==> src/rtl/decoder38_scan_pkg.sv <==
// Shared definitions for the registered 3-to-8 decoder with scan mode.
package decoder38_scan_pkg;

   localparam int NUM_LINES = 8;
   localparam int CODE_W    = 3;

   // Encoding 2'd3 is unused; the FSM falls back to IDLE if it ever appears.
   typedef enum logic [1:0] {
      ST_IDLE   = 2'd0,
      ST_STATIC = 2'd1,
      ST_SCAN   = 2'd2
   } state_t;

endpackage

==> src/rtl/decoder38_scan_if.sv <==
// Code handshake between a code source (master) and the decoder (slave).
interface decoder38_scan_if;
   import decoder38_scan_pkg::*;

   logic              code_valid;
   logic [CODE_W-1:0] code;
   logic              code_ready;

   modport master (output code_valid, output code, input code_ready);
   modport slave  (input code_valid, input code, output code_ready);

endinterface

==> src/rtl/decoder38_scan_onehot3to8.sv <==
// Purely combinational code-to-one-hot decoder; all lines low when disabled.
module onehot3to8
   import decoder38_scan_pkg::*;
(
   input  logic                 en,
   input  logic [CODE_W-1:0]    code,
   output logic [NUM_LINES-1:0] lines
);

   // Raise exactly one line selected by code, or none when disabled.
   always_comb begin
      lines = '0;
      if (en) lines[code] = 1'b1;
   end

endmodule

==> src/rtl/decoder38_scan.sv <==
// Registered 3-to-8 one-hot decoder with static hold and timed up/down scan.
module decoder38_scan
   import decoder38_scan_pkg::*;
#(
   parameter int unsigned TICK_DIV = 4
)(
   input  logic                 clk,
   input  logic                 rst_n,
   input  logic                 en,
   input  logic                 mode,
   input  logic                 dir,
   decoder38_scan_if.slave      bus,
   output logic [NUM_LINES-1:0] dout,
   output logic                 flag,
   output logic [CODE_W-1:0]    idx
);

   // TICK_DIV=1 still gets a 1-bit counter; it sits at 0, which equals
   // CNT_MAX, so the scan steps every cycle.
   localparam int              CNT_W   = (TICK_DIV > 1) ? $clog2(TICK_DIV) : 1;
   localparam logic [CNT_W-1:0] CNT_MAX = CNT_W'(TICK_DIV - 1);

   state_t                 state, state_nxt;
   logic [CNT_W-1:0]       cnt, cnt_nxt;
   logic [CODE_W-1:0]      idx_nxt;
   logic [NUM_LINES-1:0]   dout_nxt;
   logic                   flag_nxt;
   logic                   accept;

   assign bus.code_ready = en && (state != ST_IDLE);
   assign accept         = bus.code_valid && bus.code_ready;

   // State register.
   always_ff @(posedge clk) begin
      // NOTE: sequential state uses non-blocking assignments so every register
      // samples pre-edge values regardless of statement order.
      if (!rst_n) state <= ST_IDLE;
      else        state <= state_nxt;
   end

   // Next-state: en=0 always returns to IDLE, otherwise mode picks the state.
   always_comb begin
      state_nxt = ST_IDLE;
      case (state)
         ST_IDLE, ST_STATIC, ST_SCAN:
            if (en) state_nxt = mode ? ST_SCAN : ST_STATIC;
         default: state_nxt = ST_IDLE;
      endcase
   end

   // Next index/counter: code loads win over a timed step; mode changes clear
   // the counter without stepping.
   always_comb begin
      // NOTE: defaults first so every path assigns every output; no latches.
      idx_nxt = idx;
      cnt_nxt = '0;
      case (state)
         ST_STATIC: begin
            if (accept) idx_nxt = bus.code;
         end
         ST_SCAN: begin
            if (accept) begin
               idx_nxt = bus.code;
            end else if (state_nxt == ST_SCAN) begin
               if (cnt == CNT_MAX) begin
                  idx_nxt = dir ? idx - 1'b1 : idx + 1'b1;
               end else begin
                  cnt_nxt = cnt + 1'b1;
               end
            end
         end
         default: ;
      endcase
      flag_nxt = (state_nxt != ST_IDLE);
   end

   onehot3to8 u_onehot (
      .en    (flag_nxt),
      .code  (idx_nxt),
      .lines (dout_nxt)
   );

   // Output and counter registers, all updated on the same edge.
   always_ff @(posedge clk) begin
      if (!rst_n) begin
         cnt  <= '0;
         idx  <= '0;
         dout <= '0;
         flag <= 1'b0;
      end else begin
         cnt  <= cnt_nxt;
         idx  <= idx_nxt;
         dout <= dout_nxt;
         flag <= flag_nxt;
      end
   end

endmodule

==> src/flat_wrapper.sv <==
// flat-port wrapper written by rule: the top's interface ports become plain ports
module decoder38_scan_flat import decoder38_scan_pkg::*;
#(
   parameter int unsigned TICK_DIV = 4
)
  (clk, rst_n, en, mode, dir, dout, flag, idx, bus_code_valid, bus_code, bus_code_ready);
  decoder38_scan_if bus_i ();
  input  logic clk;
  input  logic rst_n;
  input  logic en;
  input  logic mode;
  input  logic dir;
  output logic [NUM_LINES-1:0] dout;
  output logic flag;
  output logic [CODE_W-1:0] idx;
  input wire logic [$bits(bus_i.code_valid)-1:0] bus_code_valid;
  input wire logic [$bits(bus_i.code)-1:0] bus_code;
  output wire logic [$bits(bus_i.code_ready)-1:0] bus_code_ready;
  assign bus_i.code_valid = bus_code_valid;
  assign bus_i.code = bus_code;
  assign bus_code_ready = bus_i.code_ready;
  decoder38_scan #(.TICK_DIV(TICK_DIV)) u_core (.clk(clk), .rst_n(rst_n), .en(en), .mode(mode), .dir(dir), .bus(bus_i), .dout(dout), .flag(flag), .idx(idx));
endmodule
==> config.mk <==
export PLATFORM = sky130hd
export DESIGN_NAME = decoder38_scan_flat
export DESIGN_NICKNAME = d
export VERILOG_FILES = /design/src/rtl/decoder38_scan_pkg.sv /design/src/rtl/decoder38_scan_if.sv /design/src/rtl/decoder38_scan_onehot3to8.sv /design/src/rtl/decoder38_scan.sv /design/src/flat_wrapper.sv
export SDC_FILE = /design/constraint.sdc
export NUM_CORES = 1
export LEC_CHECK = 0
export CORE_MARGIN = 5
export CORE_UTILIZATION = 41
export DETAILED_ROUTE_END_ITERATION = 8
export MAX_ROUTING_LAYER = met4
export PLACE_DENSITY_LB_ADDON = 0.12
export SYNTH_ARGS = -nofsm -noshare
export SYNTH_HDL_FRONTEND = slang
export SYNTH_SLANG_ARGS = --single-unit
==> constraint.sdc <==
create_clock -name clk -period 4.65 [get_ports clk]
set_input_delay 0.6975 -clock clk [delete_from_list [all_inputs] [get_ports clk]]
set_output_delay 0.6975 -clock clk [all_outputs]
set_load 0.02 [all_outputs]
# Word-level counts from Yosys, hierarchy flattened
# Cells that the tools add are included.
# totals
register_bits,16
word_cells,37
output_inout_bits,13
# op_classes
n_addsub,3
reduce_logical,9
n_eq_ne,4
order_cmp,2
bitwise,3
mux,11
# ops
op,n
$mux 3,5
$eq 2x2->1 const B,3
$mux 2,3
$pmux 3 s2,1
$reduce_or 5->1,1
$lt 3x4->1 const B,1
$reduce_bool 2->1,2
$add 3x1->3 const B,1
$demux 1 s3,1
$ge 3x1->1 const B,1
$logic_and 1x1->1,3
$not 1->1,3
$reduce_or 3->1,1
$sub 3x1->3 const B,1
$add 2x1->2 const B,1
$eq 2x1->1 const B,1
$logic_not 2->1,1
$reduce_and 2->1,1
$mux 1,1

# Longest topological paths before layout
# Gate-level depths: netlist of the first run.
# depth
depth_word,11
ltp_mapped,8

# Modules after synthesis
# A second synthesis of the first run with hierarchy kept.
# unflattened
hier_cells,83
area_unflattened_um2,839.6
# by_module_without_submodules
module,area_per_inst_um2,cells_each,n_inst,seq_area_each_um2
decoder38_scan,743.2,75,1,320.3
onehot3to8,96.3,8,1,0.0

# Worst setup path after synthesis of the first run
# No wires, ideal clock.
# synth_timing
path_type,input port to flip-flop
startpoint,input dir
endpoint,register u_core.dout[6]
setup_slack_ns,2.401
n_path_buf,0
arrival_ns,2.161
path_stages,6
t_required_ns,4.562
path_cell_list,fa_1 -> xnor2_1 -> nor2_1 -> mux2_4 -> o211ai_4 -> nor4b_2
# synth_via
elab_chain_cells,9
elab_cells_between_ends,10
cone_classes,order compare: 2; mux: 7; reduce/logical: 1
# synth_lines
item,line_no,source
from (decl),flat_wrapper.sv:12,input logic dir;
$mux 3 (*),decoder38_scan.sv:66,idx_nxt = dir ? idx - 1'b1 : idx + 1'b1;
$mux 3 (*),decoder38_scan.sv:65,if (cnt == CNT_MAX) begin
$mux 3 (*),decoder38_scan.sv:64,end else if (state_nxt == ST_SCAN) begin
$mux 3 (*),decoder38_scan.sv:62,if (accept) begin
$pmux 3 s2 (*),decoder38_scan.sv:57,case (state)
$lt 3x4->1 (implied by the code) / $ge 3x1->1 (equally long branches),decoder38_scan_onehot3to8.sv:13,if (en) lines[code] = 1'b1;
$logic_and 1x1->1 (implied by the code),decoder38_scan_onehot3to8.sv:13,
$mux 1 (implied by the code),decoder38_scan_onehot3to8.sv:13,
$demux 1 s3 (*),decoder38_scan_onehot3to8.sv:13,
to (signal assigned),decoder38_scan.sv:93,dout <= dout_nxt;
to (decl),decoder38_scan.sv:13,"output logic [NUM_LINES-1:0] dout,"
# Mark *: on every way between the ends. The rest lies on a longest branch, timed or not.
# A chain may end at the register's enable or synchronous reset.

# Worst setup path in the final report of the first run
# layout_timing
startpoint,input en
endpoint,output bus_code_ready
# layout_via
elab_chain_cells,1
# layout_lines
item,line_no,source
from (decl),flat_wrapper.sv:10,input logic en;
$logic_and 1x1->1,decoder38_scan.sv:30,assign bus.code_ready = en && (state != ST_IDLE);
to (decl),flat_wrapper.sv:18,output wire logic [$bits(bus_i.code_ready)-1:0] bus_code_ready;
# Every way passes these cells.

==> results.yml, run 1 <==
status:
  outcome: "complete, no violations"
logic_synthesis:
  ys_ff_latch: 16
  yosys_warnings: 0
  seq_area_frac_synth_pct: 38.79
  syn_nets: 95
  yosysTopAreaCellShare_pct: 38.79
  synth_cells: 80
  synth_edf_count: 0
  synth_area_leader_cell: "dfxtp_1"
  synthArstFlopShare_pct: 0
  synthTopCellsByArea: "dfxtp_1 39%, ha_1 7.6%, nor4b_2 7.3%"
  yosys_most_used_dff: "dfxtp_1"
  syn_avg_cell_area_sq_um: 10.32
  synth_area_sq_um: 825.8
  ys_types: 33
placement:
  gp_congestion: 0.7361
  dp_hpwl_um: 1337
  portBuffers: 21
  place_inst: 126
  place_area_sq_um: 1061
sta:
  period_minus_slack_ns: 2.732
  max_freq_mhz: 366.0
  post-route-period-util_pct: 58.75
  maxSlewViolCount: 0
  worst_pin_slew_ns: 0.4614
  slew_headroom_pct: 69.14
  setup_viol: 0
  fin_worst_skew_ns: 0.001046
  rsz0062_at_grt: "no"
  hold_viol: 0
  setup_tns_ns: 0
critical_path:
  r2r_cells: 7
  path_cells: "clkdlybuf4s50_1 > nor2b_1 > clkdlybuf4s50_1"
  cp.required_ns: 3.95
  cp_common_cell: "clkdlybuf4s50_1"
  setup.worst_path.end_class: "output port"
  rrSetupSlack_ns: 2.54
  arrival_ns: 2.03
  max_stage_delay_ns: 0.62
  reg2reg_to: "u_core.dout[6]"
  reg2reg_from: "u_core.state[0]"
  crit_path_start: "en"
  worst-setup-path-type: "input port to output port"
  cp-endpoint: "bus_code_ready"
  start_kind: "input port"
  worst_path_max_delay_cell: "clkdlybuf4s50_1"
  path_max_fanout: 5
grt:
  grtUsageTotal_pct: 14.53
  antenna_found_initial: 0
  grt_pass1_vias: 665
  grt_max_degree: 10
  overflow: 0
  grt_pass1_wl_um: 2967
cts:
  cts.sinks: 16
  cts_root_buffer: "clkbuf_4"
  insertion_delay_ns: 0.29
  h-tree-depth: 1
  path_clk_slew_ns: 0.09
  numCtsBuffers: 3
  clock_path_buffers: 2
  cts_resized: 0
  cts_setup_buffers: 0
  ctsHoldBuffers: 0
  cts_tree: "done"
power:
  p_sw_share_pct: 23.00
  p_int_uw: 200.7
  power.switching_uw: 59.97
  power.density_nw_per_um2: 237.6
  ir_drop_mv: 0.1829
  power_frac_comb_pct: 11.2
  sequentialPowerShare_pct: 53.6
  total_power_uw: 260.7
  pwr-share-clk_pct: 35.3
  leakage_uw: 0.0004199
floorplanning:
  io_pins: 22
  die_y_um: 54.88
  design.core.area_sq_um: 1942
  die_w_um: 54.88
  row_count: 16
  dieArea_sq_um: 3012
  initial_core_util_pct: 42.53
final_layout:
  antenna_cells: 0
  area_growth_pct: 32.88
  instances_no_fill: 130
  drive_gt1_share_pct: 14.56
  final_area_sq_um: 1097
  final_nets: 119
detailed_routing:
  drc_errors: 0
  routed_wl_um: 1761
  drtAntennaViolNets: 0
  drt-initial-drc-count: 9
  vias_per_cell: 5.092
  wl_per_cell_um: 13.55
  drtPass1Iterations: 4
  dr_total_vias: 662
worst_hold_path:
  worstHoldPathType: "register to register"
flow_run:
  maxCapViolations: 0
[cell type report]
class | count | area [sq um]
repair buffers | 21 | 210.2
well taps | 27 | 33.78
fillers | 192 | 844.6
clock buffers | 4 | 36.28
multi-input cells | 55 | 470.5
inverters | 7 | 26.28
flip-flops and latches | 16 | 320.3
[per-stage QoR]
step	utilization, %	hold WS (ns)	setup slack (ns)
after CTS	56.51	0.4335	1.908
final	56.51	0.4354	1.918
after floorplan	-	0.4060	2.401
after detailed placement	54.64	0.4201	1.757
after global routing	56.51	0.4813	1.844
after global placement	54.64	0.4134	1.824
[power groups by stage]
stage | combinational, uW | clock (uW) | sequential [uW]
final | 29.1 | 91.9 | 140
after global routing | 32.2 | 103 | 140
after CTS | 29.5 | 95.1 | 140
after detailed placement | 29.3 | 0 | 143
after global placement | 28.9 | 0 | 143
after floorplan | 13.7 | 0 | 144
[registers in the layout, summed over array words and instances, names as in the netlist]
signal,count
u_core.cnt,2
u_core.dout,8
u_core.flag,1
u_core.idx,3
u_core.state,2
[routing by layer]
layer  vias up  track usage [%]  routed length, um
met2        18            21.26                816
met1       303            18.49                823
met5         -                -                  0
met3         4            3.270                 93
met4         0            7.469                 27
li1        337                -                  -
[synthesized netlist by cell type, drive strengths merged (3+ instances only)]
| cell type | n |
|---|---|
| and2 | 3 |
| inv | 7 |
| ha | 5 |
| nor4b | 4 |
| nor2 | 4 |
| dfxtp | 16 |
| nor4 | 4 |
| nand2 | 5 |
| a21oi | 3 |
| nor2b | 3 |
[worst max-delay path, delay by kind of cell]
family | cells | cell delay, ns
AND/OR/NAND/NOR | 1 | 0.16
buffers and inverters | 2 | 1.18
[how the worst min path moves through the flow]
stage | cells past startpoint | endpoint | from | slack, ns
finish | 1 | u_core.cnt[0] | u_core.cnt[0] | 0.44
global route | 1 | u_core.cnt[0] | u_core.cnt[0] | 0.48
CTS | 1 | u_core.cnt[0] | u_core.cnt[0] | 0.43
detailed placement | 1 | u_core.cnt[0] | u_core.cnt[0] | 0.42
global placement | 1 | u_core.cnt[0] | u_core.cnt[0] | 0.41
floorplan | 1 | u_core.cnt[0] | u_core.cnt[0] | 0.41
[placed cells by master, fill, tap and decap left out, drive strengths merged, types with 2 or more instances in the layout]
cell type       n
o21ai           2
clkdlybuf4s50  21
nand2           5
nor4b           4
nor2b           3
dfxtp          16
and2            3
o211ai          2
inv             7
nor2            4
nor4            4
nand3           2
ha              5
a21oi           3
and4            2
clkbuf          4
nand3b          2
a31oi           2
[kinds of logic (layout without fill, tap and decap cells)]
logic type | Yosys count | in the layout | share of synthesized area [%]
simple gates | 34 | 34 | 30.30
buf+inv | 9 | 32 | 4.242
xor+xnor | 1 | 1 | 1.061
compound gates | 13 | 13 | 13.79
mux | 1 | 1 | 1.818
fa+ha+maj | 6 | 6 | 10.00
flops | 16 | 16 | 38.79
Note: power is estimated with default switching activity, not from simulation.
==> run 2: changes to the inputs <==
- clock period: 4.65 -> 2.6 ns (I/O delays scaled with it)
==> results.yml, run 2 (synthesis gave the netlist of run 1 again) <==
final_layout:
  drive_gt1_share_pct: 14.56
  area_growth_pct: 32.88
  final_common_cell: "clkdlybuf4s50_1"
  top_regs: "u_core.dout (8), u_core.idx (3)"
  antenna_cells: 0
  nFillCells: 195
  largest_reg_flops: 8
  regMostFlops: "u_core.dout"
  final_nets: 119
  final_cell_mix: "21 x clkdlybuf4s50_1, 16 x dfxtp_1, 7 x inv_1"
critical_path:
  path_max_fanout: 9
  worst-setup-path-type: "input port to register"
  max_stage_delay_ns: 0.47
  path_cells: "clkdlybuf4s50_1 > fa_1 > xnor2_1 > nor2_1 > mux2_4 > o211ai_4 > nor4b_2"
  cp_top_family: "buffers and inverters"
  cp.required_ns: 2.79
  rrSetupSlack_ns: 0.51
  crit_path_start: "dir"
  reg2reg_to: "u_core.dout[6]"
  setup.worst_path.end_class: "register"
  crit_buf_inv: 1
  worst_path_max_delay_cell: "clkdlybuf4s50_1"
  arrival_ns: 2.47
  r2r_cells: 6
  start_kind: "input port"
  reg2reg_from: "u_core.idx[0]"
power:
  total_power_uw: 459.0
  ir_drop_mv: 0.3316
  leakage_uw: 0.0004199
  power.density_nw_per_um2: 418.3
worst_hold_path:
  min_path_cells: 1
  whs_endpoint: "u_core.cnt[0]"
  min-delay-start: "u_core.cnt[0]"
  worstHoldPathType: "register to register"
cts:
  ctsHoldBuffers: 0
  numCtsBuffers: 3
  insertion_delay_ns: 0.28
  clock_path_buffers: 2
  cts_tree: "done"
  cts_root_buffer: "clkbuf_4"
  h-tree-depth: 1
  cts_resized: 0
  cts.sinks: 16
  cts_setup_buffers: 0
  path_clk_slew_ns: 0.09
placement:
  portBuffers: 21
  gp_congestion: 0.7356
  dp_hpwl_um: 1323
sta:
  max_freq_mhz: 439.4
  fin_worst_skew_ns: 0.005968
  worst_pin_slew_ns: 0.4461
  setup_tns_ns: 0
  maxSlewViolCount: 0
  slew_headroom_pct: 70.17
  hold_viol: 0
  setup_viol: 0
  rsz0062_at_grt: "no"
  period_minus_slack_ns: 2.276
  post-route-period-util_pct: 87.54
  hold_slack_ns: 0.4395
detailed_routing:
  drc_errors: 0
  routed_wl_um: 1696
  wl_per_cell_um: 13.05
  drtAntennaViolNets: 0
  drtPass1Iterations: 3
  vias_per_cell: 4.992
  dr_total_vias: 649
  drt-initial-drc-count: 6
floorplanning:
  dieArea_sq_um: 3012
  row_count: 16
  die_y_um: 54.88
  design.core.area_sq_um: 1942
  initial_core_util_pct: 42.53
  io_pins: 22
  die_w_um: 54.88
grt:
  antenna_found_initial: 0
  overflow: 0
  grt_max_degree: 10
  grtUsageTotal_pct: 13.52
  grt_pass1_wl_um: 2863
  grt_pass1_vias: 637
flow_run:
  maxCapViolations: 0
status:
  outcome: "complete, no violations"
## run 2: cell counts in the layout (fill, tap and decap cells not counted)
No cell type changed its count.
## run 2: through the flow
| stage | setup slack, ns | instance area, sq um | cells | utilization (%) |
|---|---|---|---|---|
| after floorplan | 0.6183 | 825.8 | 80 | - |
| after global placement | 0.08101 | 1061 | 126 | 54.64 |
| after detailed placement | 0.01439 | 1061 | 126 | 54.64 |
| after CTS | 0.2949 | 1097 | 130 | 56.51 |
| after global routing | 0.2094 | 1097 | 130 | 56.51 |
| final | 0.3240 | 1097 | 130 | 56.51 |
## run 2: worst max path at each step
stage / to / slack, ns / depth (start not counted)
global route: u_core.dout[6] / 0.21 / 7
CTS: u_core.dout[6] / 0.29 / 7
global placement: u_core.dout[6] / 0.08 / 7
detailed placement: u_core.dout[6] / 0.01 / 7
finish: u_core.dout[6] / 0.32 / 7
floorplan: u_core.dout[6] / 0.62 / 6
## run 2: metal layers
layer,GRT usage (%),part of all wire (%)
met5,-,0
met4,3.734,0.83
met3,2.452,3.4
met2,20.08,47
met1,18.62,49
## run 2: final cells by class
| cell class | instances | area [sq um] | area share, % |
|---|---|---|---|
| multi-input combinational | 55 | 470.5 | 42.87 |
| inverter | 7 | 26.28 | 2.395 |
| clock buffer | 4 | 36.28 | 3.307 |
| sequential | 16 | 320.3 | 29.19 |
| tap | 27 | 33.78 | 3.079 |
| timing repair buffer | 21 | 210.2 | 19.16 |
## run 2: report_power, final
group          switching, uW  internal (uW)  total [uW]
sequential              1.60            248         250
clock                   72.1           85.1         157
combinational           26.6           25.5        52.1
total                    100            359         459
